$ cat config.mk
export PLATFORM = sky130hd
export DESIGN_NAME = rob_retire_flat
export DESIGN_NICKNAME = d
export VERILOG_FILES = /design/src/rtl/rob_retire_if.sv /design/src/rtl/rob_retire.sv /design/src/flat_wrapper.sv
export SDC_FILE = /design/constraint.sdc
export NUM_CORES = 2
export LEC_CHECK = 0
export CORE_MARGIN = 4
export CORE_UTILIZATION = 55
export DETAILED_ROUTE_END_ITERATION = 8
export GPL_TIMING_DRIVEN = 1
export PLACE_DENSITY_LB_ADDON = 0.1
export REMOVE_ABC_BUFFERS = 1
export SLEW_MARGIN = 5
export SYNTH_ARGS = -nofsm -noshare
export SYNTH_HDL_FRONTEND = slang
export SYNTH_SLANG_ARGS = --single-unit
$ cat constraint.sdc
create_clock -name clk -period 4.1 [get_ports clk]
set_input_delay 0.82 -clock clk [delete_from_list [all_inputs] [get_ports clk]]
set_output_delay 0.82 -clock clk [all_outputs]
set_load 0.005 [all_outputs]
$ cat src/rtl/rob_retire_if.sv
// Signal bundle between the rename/dispatch/writeback side (master) and the
// reorder buffer (slave): allocate pair, two completion ports, retire pair, status.
interface rob_retire_if #(
  parameter int ROB_DEPTH = 16,
  parameter int PREG_W    = 6,
  parameter int PC_W      = 32
);
  localparam int IDX_W = $clog2(ROB_DEPTH);
  localparam int CNT_W = $clog2(ROB_DEPTH + 1);

  // Allocation handshake: a slot is accepted on a rising edge when its alloc_valid_x
  // is high and alloc_ready is high in that same cycle. A request seen while
  // alloc_ready is low is dropped (never held) and raises alloc_overflow.
  logic              alloc_valid_1;
  logic [PREG_W-1:0] alloc_pd_1;
  logic [PREG_W-1:0] alloc_old_pd_1;
  logic [PC_W-1:0]   alloc_pc_1;
  logic              alloc_valid_2;
  logic [PREG_W-1:0] alloc_pd_2;
  logic [PREG_W-1:0] alloc_old_pd_2;
  logic [PC_W-1:0]   alloc_pc_2;
  logic              alloc_ready;
  logic [IDX_W-1:0]  alloc_idx_1;
  logic [IDX_W-1:0]  alloc_idx_2;

  logic              cmpl_valid_a;
  logic [IDX_W-1:0]  cmpl_idx_a;
  logic              cmpl_valid_b;
  logic [IDX_W-1:0]  cmpl_idx_b;

  logic              ret_valid_1;
  logic [PREG_W-1:0] ret_pd_1;
  logic [PREG_W-1:0] ret_old_pd_1;
  logic [PC_W-1:0]   ret_pc_1;
  logic              ret_valid_2;
  logic [PREG_W-1:0] ret_pd_2;
  logic [PREG_W-1:0] ret_old_pd_2;
  logic [PC_W-1:0]   ret_pc_2;

  logic [CNT_W-1:0]  rob_count;
  logic              alloc_overflow;

  modport master (
    output alloc_valid_1, alloc_pd_1, alloc_old_pd_1, alloc_pc_1,
    output alloc_valid_2, alloc_pd_2, alloc_old_pd_2, alloc_pc_2,
    output cmpl_valid_a, cmpl_idx_a, cmpl_valid_b, cmpl_idx_b,
    input  alloc_ready, alloc_idx_1, alloc_idx_2,
    input  ret_valid_1, ret_pd_1, ret_old_pd_1, ret_pc_1,
    input  ret_valid_2, ret_pd_2, ret_old_pd_2, ret_pc_2,
    input  rob_count, alloc_overflow
  );

  modport slave (
    input  alloc_valid_1, alloc_pd_1, alloc_old_pd_1, alloc_pc_1,
    input  alloc_valid_2, alloc_pd_2, alloc_old_pd_2, alloc_pc_2,
    input  cmpl_valid_a, cmpl_idx_a, cmpl_valid_b, cmpl_idx_b,
    output alloc_ready, alloc_idx_1, alloc_idx_2,
    output ret_valid_1, ret_pd_1, ret_old_pd_1, ret_pc_1,
    output ret_valid_2, ret_pd_2, ret_old_pd_2, ret_pc_2,
    output rob_count, alloc_overflow
  );
endinterface

$ cat src/rtl/rob_retire.sv
// 16-entry circular reorder buffer: 2-wide allocate at the tail, two completion
// ports, 2-wide in-order retire from the head with registered retire outputs.
module rob_retire #(
  parameter int ROB_DEPTH = 16,
  parameter int PREG_W    = 6,
  parameter int PC_W      = 32
) (
  input  logic         clk,
  input  logic         rst_n,
  rob_retire_if.slave  bus
);
  localparam int IDX_W = $clog2(ROB_DEPTH);
  localparam int CNT_W = $clog2(ROB_DEPTH + 1);

  logic [ROB_DEPTH-1:0] v_q, v_d, done_q, done_d;
  logic [PREG_W-1:0]    pd_q [ROB_DEPTH];
  logic [PREG_W-1:0]    pd_d [ROB_DEPTH];
  logic [PREG_W-1:0]    old_pd_q [ROB_DEPTH];
  logic [PREG_W-1:0]    old_pd_d [ROB_DEPTH];
  logic [PC_W-1:0]      pc_q [ROB_DEPTH];
  logic [PC_W-1:0]      pc_d [ROB_DEPTH];
  logic [IDX_W-1:0]     head_q, head_d, tail_q, tail_d;
  logic [CNT_W-1:0]     count_q, count_d;
  logic                 ovf_q, ovf_d;

  logic                 ret_valid_1_q, ret_valid_1_d, ret_valid_2_q, ret_valid_2_d;
  logic [PREG_W-1:0]    ret_pd_1_q, ret_pd_1_d, ret_pd_2_q, ret_pd_2_d;
  logic [PREG_W-1:0]    ret_old_1_q, ret_old_1_d, ret_old_2_q, ret_old_2_d;
  logic [PC_W-1:0]      ret_pc_1_q, ret_pc_1_d, ret_pc_2_q, ret_pc_2_d;

  logic                 ready, alloc_ok, ret1, ret2;
  logic [IDX_W-1:0]     head_p1, idx1, idx2;
  logic [1:0]           n_alloc, n_ret;

  // Readiness comes from the current count only, so a same-cycle retire cannot
  // open space for a same-cycle allocation.
  assign ready   = (count_q <= CNT_W'(ROB_DEPTH - 2));
  assign head_p1 = head_q + IDX_W'(1);
  assign idx1    = tail_q;
  assign idx2    = bus.alloc_valid_1 ? tail_q + IDX_W'(1) : tail_q;

  always_comb begin
    v_d      = v_q;
    done_d   = done_q;
    pd_d     = pd_q;
    old_pd_d = old_pd_q;
    pc_d     = pc_q;
    ovf_d    = ovf_q;

    // Retire decisions look only at state registered before this edge.
    ret1    = v_q[head_q] & done_q[head_q];
    ret2    = ret1 & v_q[head_p1] & done_q[head_p1];
    n_ret   = {1'b0, ret1} + {1'b0, ret2};

    alloc_ok = ready & (bus.alloc_valid_1 | bus.alloc_valid_2);
    n_alloc  = alloc_ok ? ({1'b0, bus.alloc_valid_1} + {1'b0, bus.alloc_valid_2}) : 2'd0;
    if ((bus.alloc_valid_1 | bus.alloc_valid_2) & ~ready) ovf_d = 1'b1;

    if (bus.cmpl_valid_a && v_q[bus.cmpl_idx_a]) done_d[bus.cmpl_idx_a] = 1'b1;
    if (bus.cmpl_valid_b && v_q[bus.cmpl_idx_b]) done_d[bus.cmpl_idx_b] = 1'b1;

    if (ret1) begin
      v_d[head_q]    = 1'b0;
      done_d[head_q] = 1'b0;
    end
    if (ret2) begin
      v_d[head_p1]    = 1'b0;
      done_d[head_p1] = 1'b0;
    end

    // Allocated slots are always free entries, so they never collide with the above.
    if (alloc_ok && bus.alloc_valid_1) begin
      v_d[idx1]      = 1'b1;
      done_d[idx1]   = 1'b0;
      pd_d[idx1]     = bus.alloc_pd_1;
      old_pd_d[idx1] = bus.alloc_old_pd_1;
      pc_d[idx1]     = bus.alloc_pc_1;
    end
    if (alloc_ok && bus.alloc_valid_2) begin
      v_d[idx2]      = 1'b1;
      done_d[idx2]   = 1'b0;
      pd_d[idx2]     = bus.alloc_pd_2;
      old_pd_d[idx2] = bus.alloc_old_pd_2;
      pc_d[idx2]     = bus.alloc_pc_2;
    end

    head_d  = head_q + IDX_W'(n_ret);
    tail_d  = tail_q + IDX_W'(n_alloc);
    count_d = count_q + CNT_W'(n_alloc) - CNT_W'(n_ret);

    ret_valid_1_d = ret1;
    ret_pd_1_d    = ret1 ? pd_q[head_q]     : '0;
    ret_old_1_d   = ret1 ? old_pd_q[head_q] : '0;
    ret_pc_1_d    = ret1 ? pc_q[head_q]     : '0;
    ret_valid_2_d = ret2;
    ret_pd_2_d    = ret2 ? pd_q[head_p1]     : '0;
    ret_old_2_d   = ret2 ? old_pd_q[head_p1] : '0;
    ret_pc_2_d    = ret2 ? pc_q[head_p1]     : '0;
  end

  always_ff @(posedge clk or negedge rst_n) begin
    if (!rst_n) begin
      v_q     <= '0;
      done_q  <= '0;
      for (int i = 0; i < ROB_DEPTH; i++) begin
        pd_q[i]     <= '0;
        old_pd_q[i] <= '0;
        pc_q[i]     <= '0;
      end
      head_q        <= '0;
      tail_q        <= '0;
      count_q       <= '0;
      ovf_q         <= 1'b0;
      ret_valid_1_q <= 1'b0;
      ret_pd_1_q    <= '0;
      ret_old_1_q   <= '0;
      ret_pc_1_q    <= '0;
      ret_valid_2_q <= 1'b0;
      ret_pd_2_q    <= '0;
      ret_old_2_q   <= '0;
      ret_pc_2_q    <= '0;
    end else begin
      v_q           <= v_d;
      done_q        <= done_d;
      pd_q          <= pd_d;
      old_pd_q      <= old_pd_d;
      pc_q          <= pc_d;
      head_q        <= head_d;
      tail_q        <= tail_d;
      count_q       <= count_d;
      ovf_q         <= ovf_d;
      ret_valid_1_q <= ret_valid_1_d;
      ret_pd_1_q    <= ret_pd_1_d;
      ret_old_1_q   <= ret_old_1_d;
      ret_pc_1_q    <= ret_pc_1_d;
      ret_valid_2_q <= ret_valid_2_d;
      ret_pd_2_q    <= ret_pd_2_d;
      ret_old_2_q   <= ret_old_2_d;
      ret_pc_2_q    <= ret_pc_2_d;
    end
  end

  assign bus.alloc_ready    = ready;
  assign bus.alloc_idx_1    = idx1;
  assign bus.alloc_idx_2    = idx2;
  assign bus.rob_count      = count_q;
  assign bus.alloc_overflow = ovf_q;
  assign bus.ret_valid_1    = ret_valid_1_q;
  assign bus.ret_pd_1       = ret_pd_1_q;
  assign bus.ret_old_pd_1   = ret_old_1_q;
  assign bus.ret_pc_1       = ret_pc_1_q;
  assign bus.ret_valid_2    = ret_valid_2_q;
  assign bus.ret_pd_2       = ret_pd_2_q;
  assign bus.ret_old_pd_2   = ret_old_2_q;
  assign bus.ret_pc_2       = ret_pc_2_q;
endmodule

$ cat src/flat_wrapper.sv
// flat-port wrapper written by rule: the top's interface ports become plain ports
module rob_retire_flat 
#(
  parameter int ROB_DEPTH = 16,
  parameter int PREG_W    = 6,
  parameter int PC_W      = 32
)
  (clk, rst_n, bus_alloc_valid_1, bus_alloc_pd_1, bus_alloc_old_pd_1, bus_alloc_pc_1, bus_alloc_valid_2, bus_alloc_pd_2, bus_alloc_old_pd_2, bus_alloc_pc_2, bus_cmpl_valid_a, bus_cmpl_idx_a, bus_cmpl_valid_b, bus_cmpl_idx_b, bus_alloc_ready, bus_alloc_idx_1, bus_alloc_idx_2, bus_ret_valid_1, bus_ret_pd_1, bus_ret_old_pd_1, bus_ret_pc_1, bus_ret_valid_2, bus_ret_pd_2, bus_ret_old_pd_2, bus_ret_pc_2, bus_rob_count, bus_alloc_overflow);
  rob_retire_if #(.ROB_DEPTH(ROB_DEPTH), .PREG_W(PREG_W), .PC_W(PC_W)) bus_i ();
  input  logic clk;
  input  logic rst_n;
  input wire logic [$bits(bus_i.alloc_valid_1)-1:0] bus_alloc_valid_1;
  input wire logic [$bits(bus_i.alloc_pd_1)-1:0] bus_alloc_pd_1;
  input wire logic [$bits(bus_i.alloc_old_pd_1)-1:0] bus_alloc_old_pd_1;
  input wire logic [$bits(bus_i.alloc_pc_1)-1:0] bus_alloc_pc_1;
  input wire logic [$bits(bus_i.alloc_valid_2)-1:0] bus_alloc_valid_2;
  input wire logic [$bits(bus_i.alloc_pd_2)-1:0] bus_alloc_pd_2;
  input wire logic [$bits(bus_i.alloc_old_pd_2)-1:0] bus_alloc_old_pd_2;
  input wire logic [$bits(bus_i.alloc_pc_2)-1:0] bus_alloc_pc_2;
  input wire logic [$bits(bus_i.cmpl_valid_a)-1:0] bus_cmpl_valid_a;
  input wire logic [$bits(bus_i.cmpl_idx_a)-1:0] bus_cmpl_idx_a;
  input wire logic [$bits(bus_i.cmpl_valid_b)-1:0] bus_cmpl_valid_b;
  input wire logic [$bits(bus_i.cmpl_idx_b)-1:0] bus_cmpl_idx_b;
  output wire logic [$bits(bus_i.alloc_ready)-1:0] bus_alloc_ready;
  output wire logic [$bits(bus_i.alloc_idx_1)-1:0] bus_alloc_idx_1;
  output wire logic [$bits(bus_i.alloc_idx_2)-1:0] bus_alloc_idx_2;
  output wire logic [$bits(bus_i.ret_valid_1)-1:0] bus_ret_valid_1;
  output wire logic [$bits(bus_i.ret_pd_1)-1:0] bus_ret_pd_1;
  output wire logic [$bits(bus_i.ret_old_pd_1)-1:0] bus_ret_old_pd_1;
  output wire logic [$bits(bus_i.ret_pc_1)-1:0] bus_ret_pc_1;
  output wire logic [$bits(bus_i.ret_valid_2)-1:0] bus_ret_valid_2;
  output wire logic [$bits(bus_i.ret_pd_2)-1:0] bus_ret_pd_2;
  output wire logic [$bits(bus_i.ret_old_pd_2)-1:0] bus_ret_old_pd_2;
  output wire logic [$bits(bus_i.ret_pc_2)-1:0] bus_ret_pc_2;
  output wire logic [$bits(bus_i.rob_count)-1:0] bus_rob_count;
  output wire logic [$bits(bus_i.alloc_overflow)-1:0] bus_alloc_overflow;
  assign bus_i.alloc_valid_1 = bus_alloc_valid_1;
  assign bus_i.alloc_pd_1 = bus_alloc_pd_1;
  assign bus_i.alloc_old_pd_1 = bus_alloc_old_pd_1;
  assign bus_i.alloc_pc_1 = bus_alloc_pc_1;
  assign bus_i.alloc_valid_2 = bus_alloc_valid_2;
  assign bus_i.alloc_pd_2 = bus_alloc_pd_2;
  assign bus_i.alloc_old_pd_2 = bus_alloc_old_pd_2;
  assign bus_i.alloc_pc_2 = bus_alloc_pc_2;
  assign bus_i.cmpl_valid_a = bus_cmpl_valid_a;
  assign bus_i.cmpl_idx_a = bus_cmpl_idx_a;
  assign bus_i.cmpl_valid_b = bus_cmpl_valid_b;
  assign bus_i.cmpl_idx_b = bus_cmpl_idx_b;
  assign bus_alloc_ready = bus_i.alloc_ready;
  assign bus_alloc_idx_1 = bus_i.alloc_idx_1;
  assign bus_alloc_idx_2 = bus_i.alloc_idx_2;
  assign bus_ret_valid_1 = bus_i.ret_valid_1;
  assign bus_ret_pd_1 = bus_i.ret_pd_1;
  assign bus_ret_old_pd_1 = bus_i.ret_old_pd_1;
  assign bus_ret_pc_1 = bus_i.ret_pc_1;
  assign bus_ret_valid_2 = bus_i.ret_valid_2;
  assign bus_ret_pd_2 = bus_i.ret_pd_2;
  assign bus_ret_old_pd_2 = bus_i.ret_old_pd_2;
  assign bus_ret_pc_2 = bus_i.ret_pc_2;
  assign bus_rob_count = bus_i.rob_count;
  assign bus_alloc_overflow = bus_i.alloc_overflow;
  rob_retire #(.ROB_DEPTH(ROB_DEPTH), .PREG_W(PREG_W), .PC_W(PC_W)) u_core (.clk(clk), .rst_n(rst_n), .bus(bus_i));
endmodule
# [Word level (Yosys, flattened, before mapping)]
# Index checks and enable logic that the tools add are counted.
[op_classes] add_sub_neg=8 bitwise=25 order_cmp=19 reduce_logical=12 n_mux=80
[op_table] operator="bitwise mux 512 bit" count=2
[op_table] operator="2-to-1 mux 512 bit" count=2
[op_table] operator="bitwise mux 96 bit" count=4
[op_table] operator="2-to-1 mux 96 bit" count=4
[op_table] operator="binary-select mux 32 bit (select 4 bit)" count=2
[op_table] operator="demux 32 bit (select 4 bit)" count=2
[op_table] operator="2-to-1 mux 32 bit" count=8
[op_table] operator="2-to-1 mux 16 bit" count=10
[op_table] operator="bitwise AND 16 bit" count=6
[op_table] operator="binary-select mux 6 bit (select 4 bit)" count=4
[op_table] operator="2-to-1 mux 6 bit" count=14
[op_table] operator="inverter 16 bit" count=4
[op_table] operator="OR 16 bit" count=4
[op_table] operator="demux 6 bit (select 4 bit)" count=2
[op_table] operator="less-than comparator 4 x 5 -> 1 bit, second input constant" count=6
[op_table] operator="binary-select mux 1 bit (select 4 bit)" count=6
[op_table] operator="demux 1 bit (select 4 bit)" count=6
[op_table] operator=">= comparator 4 x 1 -> 1 bit, second input constant" count=6
[op_table] operator=">= comparator 5 bit, second input constant" count=4
[op_table] operator="inverter 4 -> 5 bit" count=4
[op_table] operator="logical AND 1 bit" count=12
[op_table] operator="2-to-1 mux 1 bit" count=12
[op_table] operator="less-than comparator 5 x 1 -> 1 bit, second input constant" count=2
[op_table] operator="adder 4 x 1 -> 4 bit, second input constant" count=2
[op_table] operator="other kinds (10)" count=16
[word_totals] in_bits=102 elab_cells=206 out_inout_bits=105 reg_bits=840

# [Logic depth before layout (Yosys ltp)]
[depth] depth_word=16 mapped_depth=19

# [Worst setup path after synthesis]
# No wires, ideal clock.
[synth_timing] path_type="register to register" startpoint="reg u_core.head_q[1]" endpoint="reg u_core.count_q[4] (netlist: u_core.bus.rob_count[4])" t_arrival_ps=4045 setup_time_ps=123 setup_slack_ps=-68 n_path_buf=3 path_stages_with_launch=20 period_less_slack_ps=4168 t_required_ps=3977 path_cell_list="dfrtp_1 buf_2 inv_1 ha_1 clkbuf_1 o211ai_1 o211a_1 a211oi_2 nor2_2 clkbuf_1 ha_1 ha_1 inv_1 ha_1 inv_1 fa_1 inv_1 a21o_1 a21oi_1 xnor2_1"
[synth_via] elab_chain_cells=7 word_cells_on_any_way=14
[synth_lines] item="start, declared" line="rob_retire.sv:22" rtl="logic [IDX_W-1:0] head_q, head_d, tail_q, tail_d;"
[synth_lines] item="start signal, assigned" line="rob_retire.sv:110" rtl="head_q <= '0;"
[synth_lines] item="start signal, assigned" line="rob_retire.sv:128" rtl="head_q <= head_d;"
[synth_lines] item="adder 4 x 1 -> 4 bit or binary-select mux 1 bit (select 4 bit) (tied branches)" line="rob_retire.sv:38, rob_retire.sv:51"
[synth_lines] item="binary-select mux 1 bit (select 4 bit) or 2-to-1 mux 1 bit (tied branches)" line="rob_retire.sv:52, rob_retire.sv:51"
[synth_lines] item="2-to-1 mux 1 bit (implied by the code) or bitwise AND 1 bit (tied branches)" line="rob_retire.sv:52, rob_retire.sv:51"
[synth_lines] item="bitwise AND 1 bit" line="rob_retire.sv:52" rtl="ret2 = ret1 & v_q[head_p1] & done_q[head_p1];"
[synth_lines] item="bitwise AND 1 bit (*)" line="rob_retire.sv:52"
[synth_lines] item="named net u_core.ret2" line="rob_retire.sv:31" rtl="logic ready, alloc_ok, ret1, ret2;"
[synth_lines] item="adder 1 x 1 -> 2 bit (*)" line="rob_retire.sv:53" rtl="n_ret = {1'b0, ret1} + {1'b0, ret2};"
[synth_lines] item="subtractor 5 x 2 -> 5 bit (*)" line="rob_retire.sv:89" rtl="count_d = count_q + CNT_W'(n_alloc) - CNT_W'(n_ret);"
[synth_lines] item="named net u_core.count_d[4]" line="rob_retire.sv:23" rtl="logic [CNT_W-1:0] count_q, count_d;"
[synth_lines] item="end signal, assigned" line="rob_retire.sv:130" rtl="count_q <= count_d;"
[synth_lines] item="end, declared" line="rob_retire.sv:23"
# The timed path passes the listed nets; every way through them passes the cells marked *. The select of a mux whose other input is x is not followed.
# A chain may end at the register's enable or synchronous reset.

# [Final worst setup path]
[layout_timing] startpoint="reg u_core.head_q[1]" endpoint="reg u_core.count_q[4] (netlist: u_core.bus.rob_count[4])"
[layout_via] elab_chain_cells=7 word_cells_on_any_way=14
[layout_lines] item="adder 4 x 1 -> 4 bit or binary-select mux 1 bit (select 4 bit) (tied branches)" line="rob_retire.sv:38, rob_retire.sv:51"
[layout_lines] item="binary-select mux 1 bit (select 4 bit) or 2-to-1 mux 1 bit (tied branches)" line="rob_retire.sv:52, rob_retire.sv:51"
[layout_lines] item="2-to-1 mux 1 bit (implied by the code) or bitwise AND 1 bit (tied branches)" line="rob_retire.sv:52, rob_retire.sv:51"
[layout_lines] item="bitwise AND 1 bit (2 in a row)" line="rob_retire.sv:52"
[layout_lines] item="adder 1 x 1 -> 2 bit (*)" line="rob_retire.sv:53"
[layout_lines] item="subtractor 5 x 2 -> 5 bit (*)" line="rob_retire.sv:89"
[layout_lines] item="named net u_core.count_d[4]" line="rob_retire.sv:23"
# Marks and branches as above.

==> impl_metrics.toml <==
[sta]
skew_ps = 31.9
fin_crit_sh = 0.919
final_hold_viol_count = 0
fin_crit_ps = 3770
fin_hold_ws_ps = 220
max_slew_margin = 0.241
finalSetupViolCount = 0
rsz0062_at_grt = "no"
tightest_slew_ps = 1140
drv_slew = 0
fmax_ghz = 0.265

[power_and_ir_drop]
power.leakage_nw = 24.3
peakVddDrop_mv = 1.05
power_density_nw_per_um2 = 856

[route]
drtIter0Drc = 4421
vias = 37200
wl_per_cell_um = 28.9
drc = 0
via_per_inst = 6.66
drt_first_pass_iters = 6
routed_wl_um = 161000
ant_nets = 0

[floorplanning]
die_w_um = 308
dieArea_um2 = 94900
die_y_um = 308
core_area_um2 = 88900
fp-row-count = 109
pin_count = 207
start_util = 0.557

[yosys]
synth.distinct_cells = 68
synthCells = 4408
ys_warn_count = 0
synth_most_common_cell = "dfrtp_1"
yosys_most_used_dff = "dfrtp_1"
ys_top_cells_by_count = "840 x dfrtp_1, 663 x mux2i_1, 451 x mux4_2"
synth_area_leader_cell = "dfrtp_1"
synth-edff-count = 0
netlist.area_leader.share = 0.424
ys_async_sr_fraction = 1.00
synth_seq_area_share = 0.424
mappedNetlistArea_um2 = 49500
syn-mean-instance-area_um2 = 11.2
ys_ff_latch = 840
synthTopCellsByArea = "dfrtp_1 42%, mux4_2 21%, mux2i_1 13%"

[clock_tree]
cts_root_buf = "clkbuf_16"
cts_setup_buffers = 0
htreeDepth = 3
clockBufferDepth = 3
cts_resized = 0
clock_latency_ps = 680
clk_pin_slew_ps = 60
postCtsHoldBufs = 0
cts-buffers-inserted = 93
clkSinkCount = 840
cts_tree = "done"

[critical_path]
required_ps = 4640
start_kind = "register"
cp-end-kind = "register"
setup.worst_path.class = "reg -> reg"
worstPathArrival_ps = 4300
worst-path-max-fanout = 11
reg2reg_depth = 16

[global_routing]
antenna_found_initial = 6
overflow = 0
grt_first_pass_wirelength_um = 243000
grt_max_degree = 147
grt_pass1_vias = 36700
track_usage = 0.341

[placed_design]
placed_area_um2 = 52800
port_buffers = 206
dp_hpwl_um = 90100
gp_congestion = 0.898

[layout]
fin_nets = 4479
syn_to_final_growth_pct = 12.9
fillers = 6971
drive_gt1_frac = 0.175
design_area_um2 = 55900

[status]
status = "finished, final reports clean"

[worst_hold_path]
hold_path.class = "in -> async"

[run]
cap_violations = 0
-- final cells by class --
class | instances | area, um2 | share of cell area
Clock buffer | 140 | 2730 | 0.0488
Timing Repair Buffer | 331 | 3680 | 0.0659
Multi-Input combinational cell | 3039 | 26500 | 0.474
Tap cell | 1165 | 1460 | 0.0261
Clock inverter | 29 | 335 | 0.00600
Antenna cell | 3 | 7.51 | 0.000134
Sequential cell | 840 | 21000 | 0.376
Inverter | 43 | 164 | 0.00293
-- cells by family after synthesis --
group	Yosys count	share of synthesized area
simple gates	1077	0.0920
flops	840	0.424
xor+xnor	12	0.00265
buf+inv	529	0.0458
fa+ha+maj	29	0.00793
compound gates	807	0.0881
mux	1114	0.339
-- placed cells by master, fill, tap and decap left out, types with 45 or more instances in the layout --
cell type / n
a21oi_1: 366
mux4_2: 451
clkdlybuf4s50_1: 205
dfrtp_1: 837
a31oi_1: 45
buf_4: 71
clkbuf_16: 94
nor2_1: 421
o21ai_0: 312
nand2_1: 440
and2_1: 89
mux2i_1: 663
buf_12: 54
-- flip-flops by register name (all words and copies together), names as in the netlist --
register / flops
u_core.pc_q: 512
u_core.old_pd_q: 96
u_core.pd_q: 96
u_core.bus.ret_pc_1: 32
u_core.bus.ret_pc_2: 32
u_core.done_q: 16
u_core.v_q: 16
u_core.bus.ret_old_pd_1: 6
u_core.bus.ret_old_pd_2: 6
u_core.bus.ret_pd_1: 6
u_core.bus.ret_pd_2: 6
u_core.bus.rob_count: 5
u_core.bus.alloc_idx_1: 4
u_core.head_q: 4
u_core.bus.alloc_overflow: 1
u_core.bus.ret_valid_1: 1
u_core.bus.ret_valid_2: 1
-- stage by stage --
step / TNS (ps) / power (W) / util / setup slack, ps / cells
after CTS: 0 / 0.0477 / 0.628 / 311 / 5587
after floorplan: -2203440 / 0.0292 / - / -18230 / 3922
after global placement: 0 / 0.0384 / 0.594 / 354 / 5418
after detailed placement: 0 / 0.0390 / 0.594 / 329 / 5418
final: 0 / 0.0478 / 0.629 / 333 / 5590
after global routing: 0 / 0.0503 / 0.629 / 141 / 5590
-- layer usage --
metal	global-route usage	routed length, um
met1	0.483	66200
met2	0.537	75400
met3	0.0579	13800
met4	0.127	6030
met5	0	21
-- worst max-delay path, cell delays in order, from the launching register on --
cell      delay (ps)
dfrtp_4          550
inv_1            260
ha_4             290
mux4_2           260
mux2i_1           80
a211oi_2         390
nor2_4            50
ha_1             340
ha_1             280
inv_1             60
ha_1             160
inv_1             60
fa_1             460
inv_1             70
a21o_1           110
a21oi_1           70
xnor2_1          120
-- final timing paths --
| kind | start | slack [ps] | end |
|---|---|---|---|
| worst max-delay path | u_core.head_q[1] | 330 | u_core.bus.rob_count[4] |
| worst min-delay path | rst_n | 220 | u_core.bus.rob_count[4] |
| worst max register to register | u_core.head_q[1] | 330 | u_core.bus.rob_count[4] |
| worst min register to register | u_core.bus.alloc_overflow | 510 | u_core.bus.alloc_overflow |
| max in group asynchronous | rst_n | 2800 | u_core.bus.ret_pc_1[6] |
| min in group clk | u_core.bus.alloc_overflow | 510 | u_core.bus.alloc_overflow |
-- power by group --
group / internal, W / total (W) / switching [W]
clock: 0.00501 / 0.00856 / 0.00355
combinational: 0.0128 / 0.0242 / 0.0114
sequential: 0.0120 / 0.0150 / 0.00300
total: 0.0298 / 0.0478 / 0.0180
(Power assumes the default switching activity.)
